`src/rtl/mod_mem_store_buffer.sv`:
```
// Posted store buffer: derives byte-enables, queues stores in a FIFO and
// drains them in order over a req/gnt handshake; flags word-level load hits.

`ifndef XLEN
`define XLEN 32
`endif
`ifndef FUNCT3_WIDTH
`define FUNCT3_WIDTH 3
`endif
`ifndef FUNCT3_SB
`define FUNCT3_SB 3'b000
`endif
`ifndef FUNCT3_SH
`define FUNCT3_SH 3'b001
`endif
`ifndef FUNCT3_SW
`define FUNCT3_SW 3'b010
`endif

module mod_mem_store_buffer #(
  parameter int unsigned DEPTH = 4
) (
  input  logic                     clk_i,
  input  logic                     rst_i,
  input  logic                     st_valid_i,
  output logic                     st_ready_o,
  input  logic [`FUNCT3_WIDTH-1:0] st_funct3_i,
  input  logic [`XLEN-1:0]         st_addr_i,
  input  logic [`XLEN-1:0]         st_data_i,
  output logic                     mem_req_o,
  input  logic                     mem_gnt_i,
  output logic [`XLEN-1:0]         mem_addr_o,
  output logic [`XLEN-1:0]         mem_wdata_o,
  output logic [3:0]               mem_be_o,
  input  logic [`XLEN-1:0]         ld_check_addr_i,
  output logic                     ld_conflict_o,
  output logic                     empty_o
);

  localparam int unsigned XW = `XLEN;
  localparam int unsigned AW = $clog2(DEPTH);
  localparam int unsigned PW = AW + 1;

  typedef struct packed {
    logic [XW-1:0] addr;
    logic [XW-1:0] data;
    logic [3:0]    be;
  } entry_t;

  entry_t        entry_q [DEPTH];
  entry_t        entry_d [DEPTH];
  logic [PW-1:0] head_q, head_d;
  logic [PW-1:0] tail_q, tail_d;
  logic [PW-1:0] count;
  logic          full;
  logic          empty;
  logic [3:0]    be_c;
  logic          f3_ok_c;
  logic          enq;
  logic          deq;
  entry_t        new_entry;
  logic          unused_ld_lsb;

  // Occupancy from pointers: extra MSB separates full from empty
  assign count = tail_q - head_q;
  assign empty = (head_q == tail_q);
  assign full  = (head_q[AW-1:0] == tail_q[AW-1:0]) && (head_q[AW] != tail_q[AW]);

  assign st_ready_o  = !full;
  assign mem_req_o   = !empty;
  assign empty_o     = empty;
  assign mem_addr_o  = entry_q[head_q[AW-1:0]].addr;
  assign mem_wdata_o = entry_q[head_q[AW-1:0]].data;
  assign mem_be_o    = entry_q[head_q[AW-1:0]].be;

  // Word-granular match only; the byte offset of the load is irrelevant
  assign unused_ld_lsb = ^ld_check_addr_i[1:0];

  // Byte-enable derivation from store width and byte offset
  always_comb begin
    be_c    = 4'b0000;
    f3_ok_c = 1'b1;
    case (st_funct3_i)
      `FUNCT3_SB: be_c = 4'b0001 << st_addr_i[1:0];
      `FUNCT3_SH: be_c = (st_addr_i[1:0] == 2'b00) ? 4'b0011 : 4'b1100;
      `FUNCT3_SW: be_c = 4'b1111;
      default:    f3_ok_c = 1'b0;
    endcase
  end

  assign enq = st_valid_i && st_ready_o && f3_ok_c;
  assign deq = mem_req_o && mem_gnt_i;

  // Next-state: write tail entry on enqueue, advance head on retire
  always_comb begin
    head_d = head_q;
    tail_d = tail_q;
    for (int i = 0; i < DEPTH; i++) begin
      entry_d[i] = entry_q[i];
    end
    new_entry.addr = {st_addr_i[XW-1:2], 2'b00};
    new_entry.data = st_data_i;
    new_entry.be   = be_c;
    if (enq) begin
      entry_d[tail_q[AW-1:0]] = new_entry;
      tail_d = tail_q + PW'(1);
    end
    if (deq) begin
      head_d = head_q + PW'(1);
    end
  end

  // Pointer and storage registers; reset discards and clears all entries
  always_ff @(posedge clk_i or posedge rst_i) begin
    if (rst_i) begin
      head_q <= '0;
      tail_q <= '0;
      for (int i = 0; i < DEPTH; i++) begin
        entry_q[i] <= '0;
      end
    end else begin
      head_q <= head_d;
      tail_q <= tail_d;
      for (int i = 0; i < DEPTH; i++) begin
        entry_q[i] <= entry_d[i];
      end
    end
  end

  // Load hazard: any occupied slot (including the retiring head) on the same word
  always_comb begin
    logic [AW-1:0] rel;
    ld_conflict_o = 1'b0;
    rel = '0;
    for (int i = 0; i < DEPTH; i++) begin
      rel = AW'(AW'(i) - head_q[AW-1:0]);
      if ((PW'(rel) < count) && (entry_q[i].addr[XW-1:2] == ld_check_addr_i[XW-1:2])) begin
        ld_conflict_o = 1'b1;
      end
    end
  end

endmodule

```
`config.mk`:
```
export PLATFORM = sky130hd
export DESIGN_NAME = mod_mem_store_buffer
export DESIGN_NICKNAME = d
export VERILOG_FILES = /design/src/rtl/mod_mem_store_buffer.sv
export SDC_FILE = /design/constraint.sdc
export NUM_CORES = 1
export LEC_CHECK = 0
export ABC_AREA = 1
export CORE_UTILIZATION = 56
export CTS_BUF_LIST = sky130_fd_sc_hd__clkbuf_16
export DETAILED_ROUTE_END_ITERATION = 16
export PLACE_DENSITY = 0.81
export SLEW_MARGIN = 10
export SYNTH_ARGS = -nofsm -noshare
export SYNTH_HDL_FRONTEND = slang
export SYNTH_SLANG_ARGS = --single-unit
```
`constraint.sdc`:
```
create_clock -name clk_i -period 9.25 [get_ports clk_i]
set_input_delay 0.925 -clock clk_i [delete_from_list [all_inputs] [get_ports clk_i]]
set_output_delay 0.925 -clock clk_i [all_outputs]
set_load 0.005 [all_outputs]
```
Yosys cells after proc, flatten, opt, wreduce, memory -nomap -nowiden
Index checks and enable logic that the tools add are counted.
- logic and storage cells: 67
- output and inout port bits: 72
- bits of input ports: 103
- flip-flop bits (word level): 278
- shift operators: 1
- $add $sub $neg: 7
- mux-type cells: 13
- bitwise logic cells: 2
- order comparisons: 7
- equality and inequality tests: 9
- reductions and logical operators: 14
- operators by type and width (operator ; number):
    $bwmux 272 ; 1
    $mux 68 ; 3
    $bmux 68 s2 ; 1
    $demux 68 s2 ; 1
    $eq 30x30->1 ; 4
    $lt 2x3->1 ; 4
    $pmux 4 s3 ; 1
    $logic_and 1x1->1 ; 9
    $add 3x1->3 const B ; 2
    $ge 3x3->1 const B ; 2
    $not 2->3 ; 2
    $mux 1 ; 5
    $mux 4 ; 1
    $shl 1x2->4 const A ; 1
    $sub 1x2->2 const A ; 2
    $sub 2x2->2 const A ; 2
    $eq 3x1->1 const B ; 1
    $eq 3x2->1 const B ; 1
    $eq 3x3->1 ; 1
    $logic_not 3->1 ; 1
    $lt 3x1->1 const B ; 1
    $reduce_or 3->1 ; 1
    $sub 3x3->3 ; 1
    $eq 2x2->1 ; 1
    3 further kinds ; 4

Longest topological paths before layout
Gate-level depths: netlist of the first run.
- depth in word-level cells: 7
- gate-level depth with buffers: 13
- mapped depth without buffers: 13

Least setup slack after synthesis of the first run
Ideal clock, no wire load.
- path kind: flip-flop to output port
- from: register head_q[1]
- to: output ld_conflict_o
- data required time: 8.325 ns
- stages on the path, launching flop included: 13
- arrival time: 2.378 ns
- setup slack: 5.947 ns
- path buffers: 2
- cells stage by stage: dfrtp_1 inv_1 clkbuf_1 clkbuf_1 fa_1 inv_1 ha_1 a21oi_1 nand3b_1 nand3_1 nor2_1 nor2_1 nand2_1
- cells in the longest elaborated chain, start to end: 7
- elaborated cells on any way between the ends: 17
- those cells by class: 5 x add/sub; 4 x order compare; 4 x mux; 4 x reduce/logical
- RTL lines (item ; line ; text):
    from (decl) ; 52 ; logic [PW-1:0] head_q, head_d;
    from (signal assigned) ; 116 ; head_q <= '0;
    from (signal assigned) ; 122 ; head_q <= head_d;
    $sub 3x3->3 or $sub 1x2->2 (tied branches) ; 65, 136 ;
    $lt 2x3->1 ; 137 ; if ((PW'(rel) < count) && (entry_q[i].addr[XW-1:2] == ld_check_addr_i[XW-1:2])) begin
    $logic_and 1x1->1 ; 137 ;
    $mux 1 (3 in a row) ; 137 ;
    $mux 1 (*) ; 137 ;
    to (decl) ; 36 ; output logic ld_conflict_o,
Mark *: on every way between the ends. The rest lies on a longest branch, timed or not.

Worst setup path in the final report of the first run
- from: register head_q[0]
- to: output ld_conflict_o
The elaborated chain is that of the path after synthesis.

==> run_results.csv, run 1 <==
group,metric,value,unit
sta,period_share,0.4932,
clock_tree,cts_hold_buf,0,
sta,finalSetupTns,0,ps
synthesis,synth_ff_type,"dfrtp_1",
sta,timing.final.ws_setup,4688,ps
clock_tree,clockBufferDepth,3,
detailed_routing,num_vias,12490,
pwr,cellPowerDensity,368.1,mW/mm²
clock_tree,cts.sinks,270,
synthesis,synth_warnings,0,
sta,tightest_slew,1042,ps
global_routing,grt_max_degree,114,
floorplan,boundaryPins,175,
synthesis,synth_enable_flop_cells,0,
clock_tree,cts_root_buf,"clkbuf_16",
setup_path,arrival,3640,ps
global_routing,grt_pass1_vias,11830,
sta,hold_viol,0,
job,cap_violations,0,
outcome,status,"completed",
place,portBuffers,170,
pwr,peakVddDrop,0.0002168,V
pwr,p_leak,8.109,nW
place,dp_slack,5237,ps
floorplan,coreArea,0.02432,mm²
clock_tree,cts_tree,"done",
synthesis,syn_area,0.01391,mm²
cells_and_area,mostFrequentLayoutCell,"nand2_1",
setup_path,critPathKind,"flip-flop to output port",
cells_and_area,final_cells,2269,
detailed_routing,routed_via_density,5.503,
clock_tree,clkLatencyLatePin,550,ps
cells_and_area,layout.nets,2043,
place,dpl.hpwl,24.02,mm
synthesis,yosys_register_bits,270,
clock_tree,cts-buffers-inserted,29,
clock_tree,cts_max_level,1,
place,gp_congestion,0.9246,
global_routing,grt_first_pass_wirelength,60.57,mm
cells_and_area,antenna_cells,0,
detailed_routing,wl,37.70,mm
detailed_routing,initialDrtViolationCount,1017,
synthesis,synthArstFlopShare,1.000,
clock_tree,clk_pin_slew,60,ps
floorplan,dieArea,0.02548,mm²
global_routing,overflow,0,
place,place_inst,2219,
sta,period_minus_slack,4562,ps
setup_path,crit_fanout,33,
floorplan,die_x,159.6,µm
sta,setup_viol,0,
global_routing,antenna_found_initial,3,
sta,maxSlewViolCount,0,
detailed_routing,drt_first_pass_iters,5,
setup_path,worst_setup_path_start_kind,"flip-flop",
synthesis,synth.avg_cell_area,7.688,µm²
cells_and_area,syn2layout_area_growth,18.27,%
hold_path,hp-class,"flip-flop to flip-flop",
detailed_routing,wl_per_cell,16.61,µm
sta,rsz0062_at_grt,"no",
global_routing,grt_usage,0.2961,
cells_and_area,mostFrequentLayoutCells,"nand2_1, dfrtp_1, o21ai_1, o21ai_0, nor2_1",
cells_and_area,drive_gt1_frac,0.03445,
synthesis,syn_inst,1810,
setup_path,worst_ep_required_time,8330,ps
setup_path,cp-end-kind,"output port",
synthesis,synth_cell_types,33,
clock_tree,cts.repair.resized,0,
clock_tree,cts_setup_buffers,0,
detailed_routing,ant_nets,0,
floorplan,die_y,159.6,µm
floorplan,start_util,0.5722,
sta,fmax,0.2192,GHz
sta,clock_skew,14.88,ps
floorplan,row_count,57,
detailed_routing,drc_errors,0,
synthesis,yosysSeqAreaShare,0.4856,
sta,timing.slew.headroom,0.3056,
-- flip-flops by register name (all words and copies together) (netlist names) --
name	count
head_q	3
entry_q	264
tail_q	3
-- kinds of logic (layout without fill, tap and decap cells) --
| logic type | after synthesis | after routing | synth area share |
|---|---|---|---|
| buf+inv | 258 | 392 | 0.08156 |
| compound gates | 482 | 482 | 0.1789 |
| fa+ha+maj | 14 | 14 | 0.01313 |
| xor+xnor | 66 | 66 | 0.04154 |
| flops | 270 | 270 | 0.4856 |
| other cells | 1 | 2 | 0.0002695 |
| simple gates | 719 | 719 | 0.1991 |
-- final cells by class --
class                      count  area, µm²
clock buffer                  29      725.7
clock inverter                21      135.1
fill                        2033       7863
inverter                     161      619.3
multi-input combinational   1283       6027
sequential                   270       6760
tap                          324      405.4
timing repair buffer         181       1784
-- per-stage QoR --
| stage | cell area [µm²] | hold slack, ps | power, mW | util |
|---|---|---|---|---|
| floorplan | 13920 | 443.7 | 3.790 | - |
| finish | 16460 | 480.8 | 6.057 | 0.6767 |
| global route | 16460 | 503.7 | 6.504 | 0.6767 |
| global placement | 15600 | 458.3 | 4.849 | 0.6413 |
| CTS | 16460 | 481.0 | 6.068 | 0.6767 |
| detailed placement | 15600 | 464.7 | 4.962 | 0.6413 |
-- cell usage after synthesis (2+ instances only) --
library cell  instances  share of area
buf_2                 6         0.0022
nor2_1              180          0.049
o21bai_1              3         0.0016
nand3_1               9         0.0032
nand2_4               5         0.0040
buf_4                17         0.0092
nor2_2                2        0.00090
buf_1                 3        0.00081
inv_2                 7         0.0019
o22ai_1              46          0.021
inv_1               153          0.041
xor2_1               61          0.038
ha_1                 13          0.012
dfrtp_1             270           0.49
xnor2_1               5         0.0031
clkbuf_1             59          0.016
a21oi_1              49          0.018
o21ai_0             190          0.068
nand2_1             518           0.14
buf_6                12         0.0097
o21ai_1             190          0.068
-- worst max-delay path, stage by stage (launching register included) --
cell and delay (ps):
dfrtp_4 710, ha_1 250, inv_1 70, fa_1 490
inv_1 100, ha_1 280, a21oi_1 130, nand3b_1 150
nand3_1 100, nor2_1 100, nor2_1 50, nand2_1 130
clkdlybuf4s50_1 530
-- layer usage --
| layer | global-route usage | part of all wire | vias up |
|---|---|---|---|
| met4 | 0.1145 | 0.037 | 6 |
| met5 | 0 | 0.0011 | - |
| met1 | 0.3985 | 0.41 | 5826 |
| met2 | 0.4837 | 0.47 | 527 |
| met3 | 0.04675 | 0.083 | 97 |
| li1 | - | - | 6030 |
-- report_power, final --
part           internal [mW]  switching, mW  total, mW
Combinational           1.26           1.52       2.78
Clock                  0.615          0.457       1.07
Sequential              1.76          0.443       2.21
-- path summary, 6_finish.rpt --
path	from	endpoint	slack, ps	depth (start not counted)
min in group asynchronous	rst_i	entry_q[24]	920	2
min	entry_q[68]	entry_q[68]	480	2
max in group asynchronous	rst_i	head_q[0]	6750	3
max reg2reg	head_q[1]	entry_q[185]	5590	11
max	head_q[0]	ld_conflict_o	4690	12
min reg2reg	entry_q[68]	entry_q[68]	480	2
Power figures use the tool's default switching activity.
==> run 2, diff against run 1 <==
==> constraint.sdc (replaced) <==
create_clock -name clk_i -period 4.3 [get_ports clk_i]
set_input_delay 0.43 -clock clk_i [delete_from_list [all_inputs] [get_ports clk_i]]
set_output_delay 0.43 -clock clk_i [all_outputs]
set_load 0.005 [all_outputs]
==> run 2 against run 1 <==
  * Core utilization is 0.44 points higher
  * Register-to-register slack got worse by 4400 ps
  * Design area grew 0.65%
  * Routed wire length is 1.0% higher
  * Flip-flop and latch count stayed put
  * Critical path depth shrank 7
  * First-iteration DRC count is 26% higher
  * Clock-buffer cell count is 1 lower
  * Combinational power grew 120%
  * Global-route usage up 0.51 points
  * Clock power up 100%
  * Via count grew 0.70%
==> run_results.csv, run 2 (synthesis gave the netlist of run 1 again) <==
group,metric,value,unit
cells_and_area,fillCellCount,2008,
sta,rsz0062_at_grt,"no",
clock_tree,cts_max_level,1,
setup_path,cp-end-kind,"output port",
floorplan,row_count,57,
sta,setup_viol,0,
cells_and_area,syn2layout_area_growth,19.04,%
clock_tree,clockBufferDepth,3,
cells_and_area,layout.nets,2052,
detailed_routing,drt_first_pass_iters,6,
clock_tree,cts_hold_buf,0,
clock_tree,cts_tree,"done",
cells_and_area,mostFrequentLayoutCells,"nand2_1, dfrtp_1, o21ai_1, o21ai_0, nor2_1",
cells_and_area,final_cells,2275,
clock_tree,cts_setup_buffers,0,
sta,maxSlewViolCount,0,
sta,period_minus_slack,3847,ps
setup_path,worst_ep_required_time,3870,ps
setup_path,crit_fanout,62,
sta,timing.slew.headroom,0.4638,
setup_path,worst_setup_path_start_kind,"flip-flop",
floorplan,boundaryPins,175,
pwr,cellPowerDensity,783.8,mW/mm²
sta,clock_skew,6.534,ps
place,gp_congestion,0.9277,
floorplan,die_x,159.6,µm
floorplan,die_y,159.6,µm
detailed_routing,num_vias,12570,
pwr,p_leak,8.149,nW
detailed_routing,wl,38.09,mm
pwr,peakVddDrop,0.0004440,V
place,place_inst,2229,
cells_and_area,largest_reg_flops,264,
cells_and_area,top_regs,"entry_q (264), head_q (3), tail_q (3)",
detailed_routing,routed_via_density,5.527,
global_routing,grt_first_pass_wirelength,61.60,mm
cells_and_area,register_area,0.006760,mm²
detailed_routing,wl_per_cell,16.74,µm
floorplan,dieArea,0.02548,mm²
clock_tree,cts.sinks,270,
outcome,status,"completed",
cells_and_area,top_register,"entry_q",
hold_path,hp-class,"primary input to asynchronous set/reset pin",
sta,fmax,0.2599,GHz
floorplan,coreArea,0.02432,mm²
detailed_routing,initialDrtViolationCount,1284,
sta,period_share,0.8947,
floorplan,start_util,0.5722,
place,portBuffers,170,
clock_tree,clkLatencyLatePin,540,ps
global_routing,antenna_found_initial,1,
global_routing,grt_pass1_vias,11760,
detailed_routing,drc_errors,0,
clock_tree,clk_pin_slew,60,ps
setup_path,critPathKind,"flip-flop to output port",
detailed_routing,ant_nets,0,
place,dpl.hpwl,24.94,mm
cells_and_area,multiInputGateArea,0.006027,mm²
job,cap_violations,0,
cells_and_area,postLayoutCoreUtil,0.6811,
sta,hold_viol,0,
global_routing,overflow,0,
sta,tightest_slew,804.2,ps
clock_tree,cts.repair.resized,0,
global_routing,grt_max_degree,87,
clock_tree,cts_root_buf,"clkbuf_16",
clock_tree,cts-buffers-inserted,28,
global_routing,grt_usage,0.3012,
setup_path,arrival,3420,ps
sta,finalSetupTns,0,ps
cells_and_area,drive_gt1_frac,0.03897,
cells_and_area,mostFrequentLayoutCell,"nand2_1",
run 2: cell count changes in the layout (fill, tap and decap cells not counted):
cell	previous run	this run
clkinv_1	9	8
clkinvlp_4	0	1
inv_1	158	155
buf_4	11	14
buf_12	0	7
clkinv_8	0	1
inv_8	1	0
clkbuf_16	29	28
bufinv_16	2	1
diode_2	0	1
run 2: per-layer routing:
| metal | GRT usage | up-vias | wire (µm) |
|---|---|---|---|
| met3 | 0.05351 | 96 | 3245 |
| met5 | 0 | - | 0 |
| met4 | 0.1066 | 0 | 1430 |
| li1 | - | 6044 | - |
| met2 | 0.4980 | 573 | 18050 |
| met1 | 0.3998 | 5860 | 15370 |
run 2: per-stage QoR:
stage	hold WS, ps	cell area [µm²]	total power, mW	setup slack [ps]
floorplan	443.7	13920	8.153	302.6
detailed placement	460.8	15760	10.72	1078
global placement	456.6	15760	10.47	1115
global route	378.7	16560	13.94	239.6
CTS	336.8	16560	12.98	493.5
finish	334.6	16560	12.98	452.8
run 2: final timing paths:
check                                 start             end  slack [ps]  cells past startpoint
worst max-delay path              head_q[1]  mem_addr_o[28]         450                      5
worst min-delay path                  rst_i     entry_q[99]         330                      2
worst max register to register    head_q[0]    entry_q[223]        1200                     10
worst min register to register  entry_q[69]     entry_q[69]         480                      2
max in group asynchronous             rst_i     entry_q[55]        3080                      3
min in group clk_i              entry_q[69]     entry_q[69]         480                      2
run 2: worst max-delay path, stage by stage (launching register included):
cell	delay, ps
dfrtp_1	390
inv_2	430
buf_4	710
o21ai_0	180
o21ai_0	520
clkdlybuf4s50_1	610
run 2: where the power goes:
| group | switching [mW] | leakage, nW | internal (mW) |
|---|---|---|---|
| logic | 3.35 | 4.34 | 2.74 |
| registers | 0.913 | 3.39 | 3.79 |
| clock network | 0.966 | 0.412 | 1.22 |
| total | 5.23 | 8.15 | 7.76 |
run 2: final cells by class:
| type | count | share of cell area |
|---|---|---|
| Antenna cell | 1 | 0.0001511 |
| Clock buffer | 28 | 0.04230 |
| Clock inverter | 17 | 0.006420 |
| Inverter | 161 | 0.03716 |
| Multi-Input combinational cell | 1283 | 0.3639 |
| Sequential cell | 270 | 0.4081 |
| Tap cell | 324 | 0.02447 |
| Timing Repair Buffer | 191 | 0.1175 |
